==> src/rtl/map_row_reader_pkg.sv <==
// Shared constants for the map row interface, used by both the map
// generator and the row reader.
// Pixel convention: a row word carries column 0 in its MSB (bit COLS-1);
// a pixel value of 1 is a wall and 0 is floor.
package map_row_reader_pkg;

  localparam int unsigned ROWS       = 480;
  localparam int unsigned COLS       = 1696;
  localparam int unsigned ROW_W      = 9;
  localparam int unsigned COL_W      = 11;
  localparam int unsigned SWB_CYCLES = 2;

  // Shifted into the vacated LSB; never presented because eol stops the walk
  localparam logic PIX_FLOOR = 1'b0;

  // Reader state encoding
  typedef enum logic [2:0] {
    ST_IDLE      = 3'd0,
    ST_SWITCH    = 3'd1,
    ST_REQ       = 3'd2,
    ST_LOAD      = 3'd3,
    ST_SHIFT     = 3'd4,
    ST_FRAME_END = 3'd5
  } state_e;

endpackage

==> src/rtl/map_row_shifter.sv <==
// Row word load/shift register with its column counter and eol flag.
// Ports:
//   clk, reset     - clock, synchronous active-high reset
//   load           - capture row_data, column back to 0
//   advance        - move to the next column (ignored on the last column)
//   row_data       - COLS-bit row word, column 0 in the MSB
//   msb            - pixel at the current column
//   col            - current column index
//   eol            - current column is the last one
// With neither load nor advance the register and counter hold.
module map_row_shifter #(
  parameter int unsigned COLS  = map_row_reader_pkg::COLS,
  parameter int unsigned COL_W = map_row_reader_pkg::COL_W
) (
  input  logic             clk,
  input  logic             reset,
  input  logic             load,
  input  logic             advance,
  input  logic [COLS-1:0]  row_data,
  output logic             msb,
  output logic [COL_W-1:0] col,
  output logic             eol
);
  import map_row_reader_pkg::*;

  localparam logic [COL_W-1:0] COL_LAST   = COL_W'(COLS - 1);
  localparam logic [COL_W-1:0] COL_PENULT = COL_W'(COLS - 2);

  logic [COLS-1:0]  sr_q, sr_d;
  logic [COL_W-1:0] col_q, col_d;
  logic             eol_q, eol_d;

  // Next register contents
  always_comb begin
    sr_d  = sr_q;
    col_d = col_q;
    eol_d = eol_q;
    if (load) begin
      sr_d  = row_data;
      col_d = '0;
      eol_d = (COL_LAST == '0);
    end else if (advance && !eol_q) begin
      sr_d  = {sr_q[COLS-2:0], PIX_FLOOR};
      col_d = col_q + COL_W'(1);
      eol_d = (col_q == COL_PENULT);
    end
  end

  always_ff @(posedge clk) begin
    if (reset) begin
      sr_q  <= '0;
      col_q <= '0;
      eol_q <= 1'b0;
    end else begin
      sr_q  <= sr_d;
      col_q <= col_d;
      eol_q <= eol_d;
    end
  end

  assign msb = sr_q[COLS-1];
  assign col = col_q;
  assign eol = eol_q;

endmodule

==> src/rtl/map_row_reader.sv <==
// Consumer end of the map row interface: walks the frame row by row, fetches
// each row word from the map generator and streams it one pixel per cycle to
// a valid/ready sink. The map select only changes at frame boundaries,
// committed to the generator by a switch_buffer pulse.
// Ports:
//   clk, reset       - clock, synchronous active-high reset
//   enable           - run request, sampled in IDLE and at frame end
//   next_map         - map select applied at the next frame boundary
//   row / row_data   - row index to the generator / row word back
//   map              - map select presented to the generator
//   switch_buffer    - buffer-switch strobe, rising edge commits map
//   pix_valid/ready  - pixel handshake to the sink
//   pix_data         - pixel value (1 = wall)
//   pix_col/pix_row  - pixel coordinates
//   sof / eol        - pixel (0,0) / last column of a row
//   frame_done       - one-cycle pulse after the last pixel is accepted
module map_row_reader #(
  parameter int unsigned ROWS       = map_row_reader_pkg::ROWS,
  parameter int unsigned COLS       = map_row_reader_pkg::COLS,
  parameter int unsigned ROW_W      = map_row_reader_pkg::ROW_W,
  parameter int unsigned COL_W      = map_row_reader_pkg::COL_W,
  parameter int unsigned SWB_CYCLES = map_row_reader_pkg::SWB_CYCLES
) (
  input  logic             clk,
  input  logic             reset,
  input  logic             enable,
  input  logic             next_map,
  output logic [ROW_W-1:0] row,
  input  logic [COLS-1:0]  row_data,
  output logic             map,
  output logic             switch_buffer,
  output logic             pix_valid,
  input  logic             pix_ready,
  output logic             pix_data,
  output logic [COL_W-1:0] pix_col,
  output logic [ROW_W-1:0] pix_row,
  output logic             sof,
  output logic             eol,
  output logic             frame_done
);
  import map_row_reader_pkg::*;

  localparam int unsigned      SWB_W    = $clog2(SWB_CYCLES + 1);
  localparam logic [SWB_W-1:0] SWB_LAST = SWB_W'(SWB_CYCLES);
  localparam logic [ROW_W-1:0] ROW_LAST = ROW_W'(ROWS - 1);

  state_e           state_q, state_d;
  logic [ROW_W-1:0] row_cnt_q, row_cnt_d;
  logic [ROW_W-1:0] row_q, row_d;
  logic [SWB_W-1:0] swb_cnt_q, swb_cnt_d;
  logic             map_q, map_d;
  logic             swb_q, swb_d;
  logic             pix_valid_q, pix_valid_d;
  logic             sof_q, sof_d;
  logic             frame_done_q, frame_done_d;

  logic             accept;
  logic             sh_load, sh_advance;
  logic             sh_msb, sh_eol;
  logic [COL_W-1:0] sh_col;

  assign accept = (state_q == ST_SHIFT) && pix_ready;

  map_row_shifter #(
    .COLS  (COLS),
    .COL_W (COL_W)
  ) u_shifter (
    .clk      (clk),
    .reset    (reset),
    .load     (sh_load),
    .advance  (sh_advance),
    .row_data (row_data),
    .msb      (sh_msb),
    .col      (sh_col),
    .eol      (sh_eol)
  );

  // Next-state and registered-output logic
  always_comb begin
    state_d    = state_q;
    row_cnt_d  = row_cnt_q;
    row_d      = row_q;
    swb_cnt_d  = swb_cnt_q;
    map_d      = map_q;
    sof_d      = sof_q;
    sh_load    = 1'b0;
    sh_advance = 1'b0;

    case (state_q)
      ST_IDLE: begin
        if (enable) begin
          map_d   = next_map;
          state_d = ST_SWITCH;
        end
      end
      // First SWITCH cycle only settles map; the pulse follows it
      ST_SWITCH: begin
        if (swb_cnt_q == SWB_LAST) begin
          state_d = ST_REQ;
        end else begin
          swb_cnt_d = swb_cnt_q + SWB_W'(1);
        end
      end
      ST_REQ: begin
        state_d = ST_LOAD;
      end
      ST_LOAD: begin
        sh_load = 1'b1;
        sof_d   = (row_cnt_q == '0);
        state_d = ST_SHIFT;
      end
      ST_SHIFT: begin
        if (accept) begin
          sof_d = 1'b0;
          if (sh_eol) begin
            if (row_cnt_q == ROW_LAST) begin
              state_d = ST_FRAME_END;
            end else begin
              row_cnt_d = row_cnt_q + ROW_W'(1);
              state_d   = ST_REQ;
            end
          end else begin
            sh_advance = 1'b1;
          end
        end
      end
      ST_FRAME_END: begin
        if (enable) begin
          map_d   = next_map;
          state_d = ST_SWITCH;
        end else begin
          state_d = ST_IDLE;
        end
      end
      default: begin
        state_d = ST_IDLE;
      end
    endcase

    // A new frame restarts the pulse timer and the row walk
    if ((state_d == ST_SWITCH) && (state_q != ST_SWITCH)) begin
      swb_cnt_d = '0;
      row_cnt_d = '0;
    end

    // row changes on entry to REQ so it is stable for all of LOAD
    if (state_d == ST_REQ) begin
      row_d = row_cnt_d;
    end
  end

  assign swb_d        = (state_q == ST_SWITCH) && (swb_cnt_q != SWB_LAST);
  assign pix_valid_d  = (state_d == ST_SHIFT);
  assign frame_done_d = (state_d == ST_FRAME_END);

  always_ff @(posedge clk) begin
    if (reset) begin
      state_q      <= ST_IDLE;
      row_cnt_q    <= '0;
      row_q        <= '0;
      swb_cnt_q    <= '0;
      map_q        <= 1'b0;
      swb_q        <= 1'b0;
      pix_valid_q  <= 1'b0;
      sof_q        <= 1'b0;
      frame_done_q <= 1'b0;
    end else begin
      state_q      <= state_d;
      row_cnt_q    <= row_cnt_d;
      row_q        <= row_d;
      swb_cnt_q    <= swb_cnt_d;
      map_q        <= map_d;
      swb_q        <= swb_d;
      pix_valid_q  <= pix_valid_d;
      sof_q        <= sof_d;
      frame_done_q <= frame_done_d;
    end
  end

  assign row           = row_q;
  assign map           = map_q;
  assign switch_buffer = swb_q;
  assign pix_valid     = pix_valid_q;
  assign pix_data      = sh_msb;
  assign pix_col       = sh_col;
  assign pix_row       = row_cnt_q;
  assign sof           = sof_q;
  assign eol           = sh_eol;
  assign frame_done    = frame_done_q;

endmodule

==> config.mk <==
export PLATFORM = sky130hd
export DESIGN_NAME = map_row_reader
export DESIGN_NICKNAME = d
export VERILOG_FILES = /design/src/rtl/map_row_reader_pkg.sv /design/src/rtl/map_row_shifter.sv /design/src/rtl/map_row_reader.sv
export SDC_FILE = /design/constraint.sdc
export NUM_CORES = 2
export LEC_CHECK = 0
export ABC_AREA = 1
export CORE_AREA = 2 2 671 673
export DETAILED_ROUTE_END_ITERATION = 8
export DIE_AREA = 0 0 673 675
export GPL_TIMING_DRIVEN = 0
export SLEW_MARGIN = 15
export SYNTH_ARGS = -nofsm -noshare
export SYNTH_HDL_FRONTEND = slang
export SYNTH_SLANG_ARGS = --single-unit
==> constraint.sdc <==
create_clock -name clk -period 1.7 [get_ports clk]
set_input_delay 0.425 -clock clk [delete_from_list [all_inputs] [get_ports clk]]
set_output_delay 0.425 -clock clk [all_outputs]
set_load 0.01 [all_outputs]
==> impl_metrics.tcl <==
set metrics [dict create \
    netSwitchingFraction_pct 24.71 \
    drt_iter0_markers 6717 \
    m1WireLength_mm 169.8 \
    gp_congestion 0.9595 \
    cts_tree "done" \
    yosysTopAreaCellShare_pct 39.27 \
    cp_data_arrival_time_ns 3.00 \
    crit_required_ns 2.44 \
    postSynthCellCount 9890 \
    via_count 86620 \
    syn-num-nets 11600 \
    nNetsFinal 13780 \
    areaGrowthSynthToFinish_pct 44.30 \
    totalPowerFinal_mw 96.14 \
    syn-cell-area_mm2 0.08849 \
    rows 246 \
    crit_type "reg2reg" \
    detail_route.wl_per_cell_um 23.75 \
    p_leak_nw 51.38 \
    slew-limit-headroom_pct 31.61 \
    hpwl_mm 337.2 \
    pwr-share-seq_pct 42.5 \
    port_buffers 1736 \
    final_common_cell "nand3_1" \
    core_mm2 0.4472 \
    final_util_pct 28.55 \
    internal-power_mw 72.39 \
    slew_violations 0 \
    wl_met2_mm 211.3 \
    die_w_um 673 \
    num_io_pins 1737 \
    seq_area_frac_synth_pct 39.27 \
    fin_crit_sh_pct 133.4 \
    synth_top_area_cell "dfxtp_1" \
    fillers 47390 \
    clock_sinks 1736 \
    initial_utilization_pct 19.79 \
    finalWirelength_mm 436.6 \
    start_kind "register" \
    synth-seq-cells 1736 \
    irDropWorstVdd_uv 966.5 \
    period_needed_ns 2.268 \
    dr.pass1.iters 9 \
    path_max_fanout 10 \
    die_area_mm2 0.4543 \
    multi_input_area_mm2 0.04703 \
    wl_met3_mm 29.90 \
    dp_cells 17580 \
    syn_area_per_cell_um2 8.947 \
    finClkSkew_ns 0.1026 \
    cts-htree-levels 4 \
    drc_errors 0 \
    seq_area_mm2 0.03479 \
    grt_pass1_vias 81460 \
    antenna_found_initial 268 \
    worst_slew_pin_slew_ns 1.026 \
    cts_buffers 211 \
    mostFrequentLayoutCells "nand3_1, nand2_1, dfxtp_1" \
    p_switching_mw 23.75 \
    rrSetupSlack_ns -0.57 \
    status "complete, but fails checks" \
    clockBufferDepth 4 \
    fmax_mhz 440.9 \
    synth_ff_type "dfxtp_1" \
    grt_usage_pct 17.99 \
    clkLatencyLatePin_ns 0.96 \
    power_density_mw_per_mm2 752.9 \
    violations "setup timing" \
    synth_area_leaders "dfxtp_1, o211a_1, nand3_1" \
    synth-edff-count 0 \
    highest_layer "met5" \
    hp-class "in2reg" \
    pwr-share-comb_pct 8.5 \
    layout_setup_ws_ns -0.5679 \
    async_reset_ff_share_pct 0 \
    maxCapViolCount 0 \
    hold_ws_ns 0.1639 \
    ys_warn_count 0 \
    finalHoldViolations 0 \
    rsz0062_at_grt "true" \
    clkPwrFrac_pct 49.0 \
    post-place-ws_ns -2.868 \
    die_h_um 675 \
    grt_overflow 0 \
    setup-violations-final 1769 \
    cts_root_buf "clkbuf_16" \
    antenna_left 0 \
    drive_gt1_share_pct 20.18 \
    final_cells 18380 \
    synthDistinctLibCells 29 \
    clk_pin_slew_ns 0.06 \
    grt_max_degree 21 \
    cp-end-kind "register" \
    grt_pass1_wl_mm 591.9 \
    via_per_inst 4.712 \
]
## routing by layer
layer / vias up / GRT usage (%)
met5: - / 0
met4: 76 / 10.82
met2: 2895 / 30.65
met3: 795 / 4.161
met1: 42330 / 20.44
li1: 40530 / -
## cells in the mapped netlist (22+ instances only)
cell and n:
nand3_1 2421, nand2_1 1766, dfxtp_1 1736, o211a_1 1695, nand3_2 1000, clkbuf_1 444, buf_2 440, buf_12 111
buf_4 73, buf_6 52, inv_1 33, nor2_1 32, a21oi_1 22
## cell type report
type | count | share of cell area, %
Clock inverter | 81 | 0.7741
Inverter | 36 | 0.1146
Multi-Input combinational cell | 6983 | 36.83
Tap cell | 5952 | 5.832
Sequential cell | 1736 | 27.25
Timing Repair Buffer | 1981 | 16.93
Antenna cell | 190 | 0.3723
Clock buffer | 301 | 4.817
Buffer | 1122 | 7.084
## path summary, 6_finish.rpt
| path | startpoint | end | depth (start not counted) |
|---|---|---|---|
| min reg2reg | swb_cnt_q[0] | swb_cnt_q[0] | 2 |
| max | state_q[1] | u_shifter.sr_q[196] | 11 |
| min | row_data[540] | u_shifter.sr_q[540] | 4 |
| max reg2reg | state_q[1] | u_shifter.sr_q[196] | 11 |
## worst max-delay path: stages, from the launching register on
cell	delay [ns]
dfxtp_2	0.32
buf_6	0.13
nor2_4	0.12
nand3_4	0.10
inv_4	0.09
nand2_8	0.07
nand2_8	0.13
buf_4	0.14
buf_2	0.28
buf_2	0.33
nand3_1	0.22
o211a_1	0.17
## through the flow
stage | cell area, µm² | setup TNS, ns
after CTS | 125200 | -841.43
after global placement | 113300 | -4805.02
after global routing | 127600 | -849.81
after floorplan | 88490 | 0
final | 127700 | -703.66
after detailed placement | 113500 | -2670.11
## power by group through the flow
stage          Clock, mW  Sequential (mW)  Combinational (mW)
6_report            47.1             40.8                8.20
4_1_cts             48.4             40.8                8.05
2_1_floorplan          0             41.7                1.94
3_5_place_dp           0             41.7                7.71
5_1_grt             49.8             40.8                8.60
3_3_place_gp           0             41.7                7.67
## repair_timing
| item | in CTS | in global routing |
|---|---|---|
| gates resized for setup | 666 | 385 |
| cloned | 36 | 34 |
| pin swaps | 21 | 25 |
| hold buffers | 0 | 0 |
| endpoints found under the setup margin | 1771 | 1771 |
| setup buffers | 137 | 38 |
## cells by family after synthesis
family | after synthesis | synth area share [%]
simple gates | 5246 | 32.87
flops | 1736 | 39.27
compound gates | 1726 | 19.35
buf+inv | 1171 | 8.380
xor+xnor | 6 | 0.05939
fa+ha+maj | 5 | 0.07070
## sequential cells by signal (all words and copies together) (netlist names)
signal	cells
u_shifter.sr_q	1696
u_shifter.col	11
pix_row	9
row	9
state_q	3
swb_cnt_q	2
frame_done	1
map	1
pix_valid	1
sof	1
switch_buffer	1
u_shifter.eol	1
No activity file was read; power rests on OpenSTA's default activity.
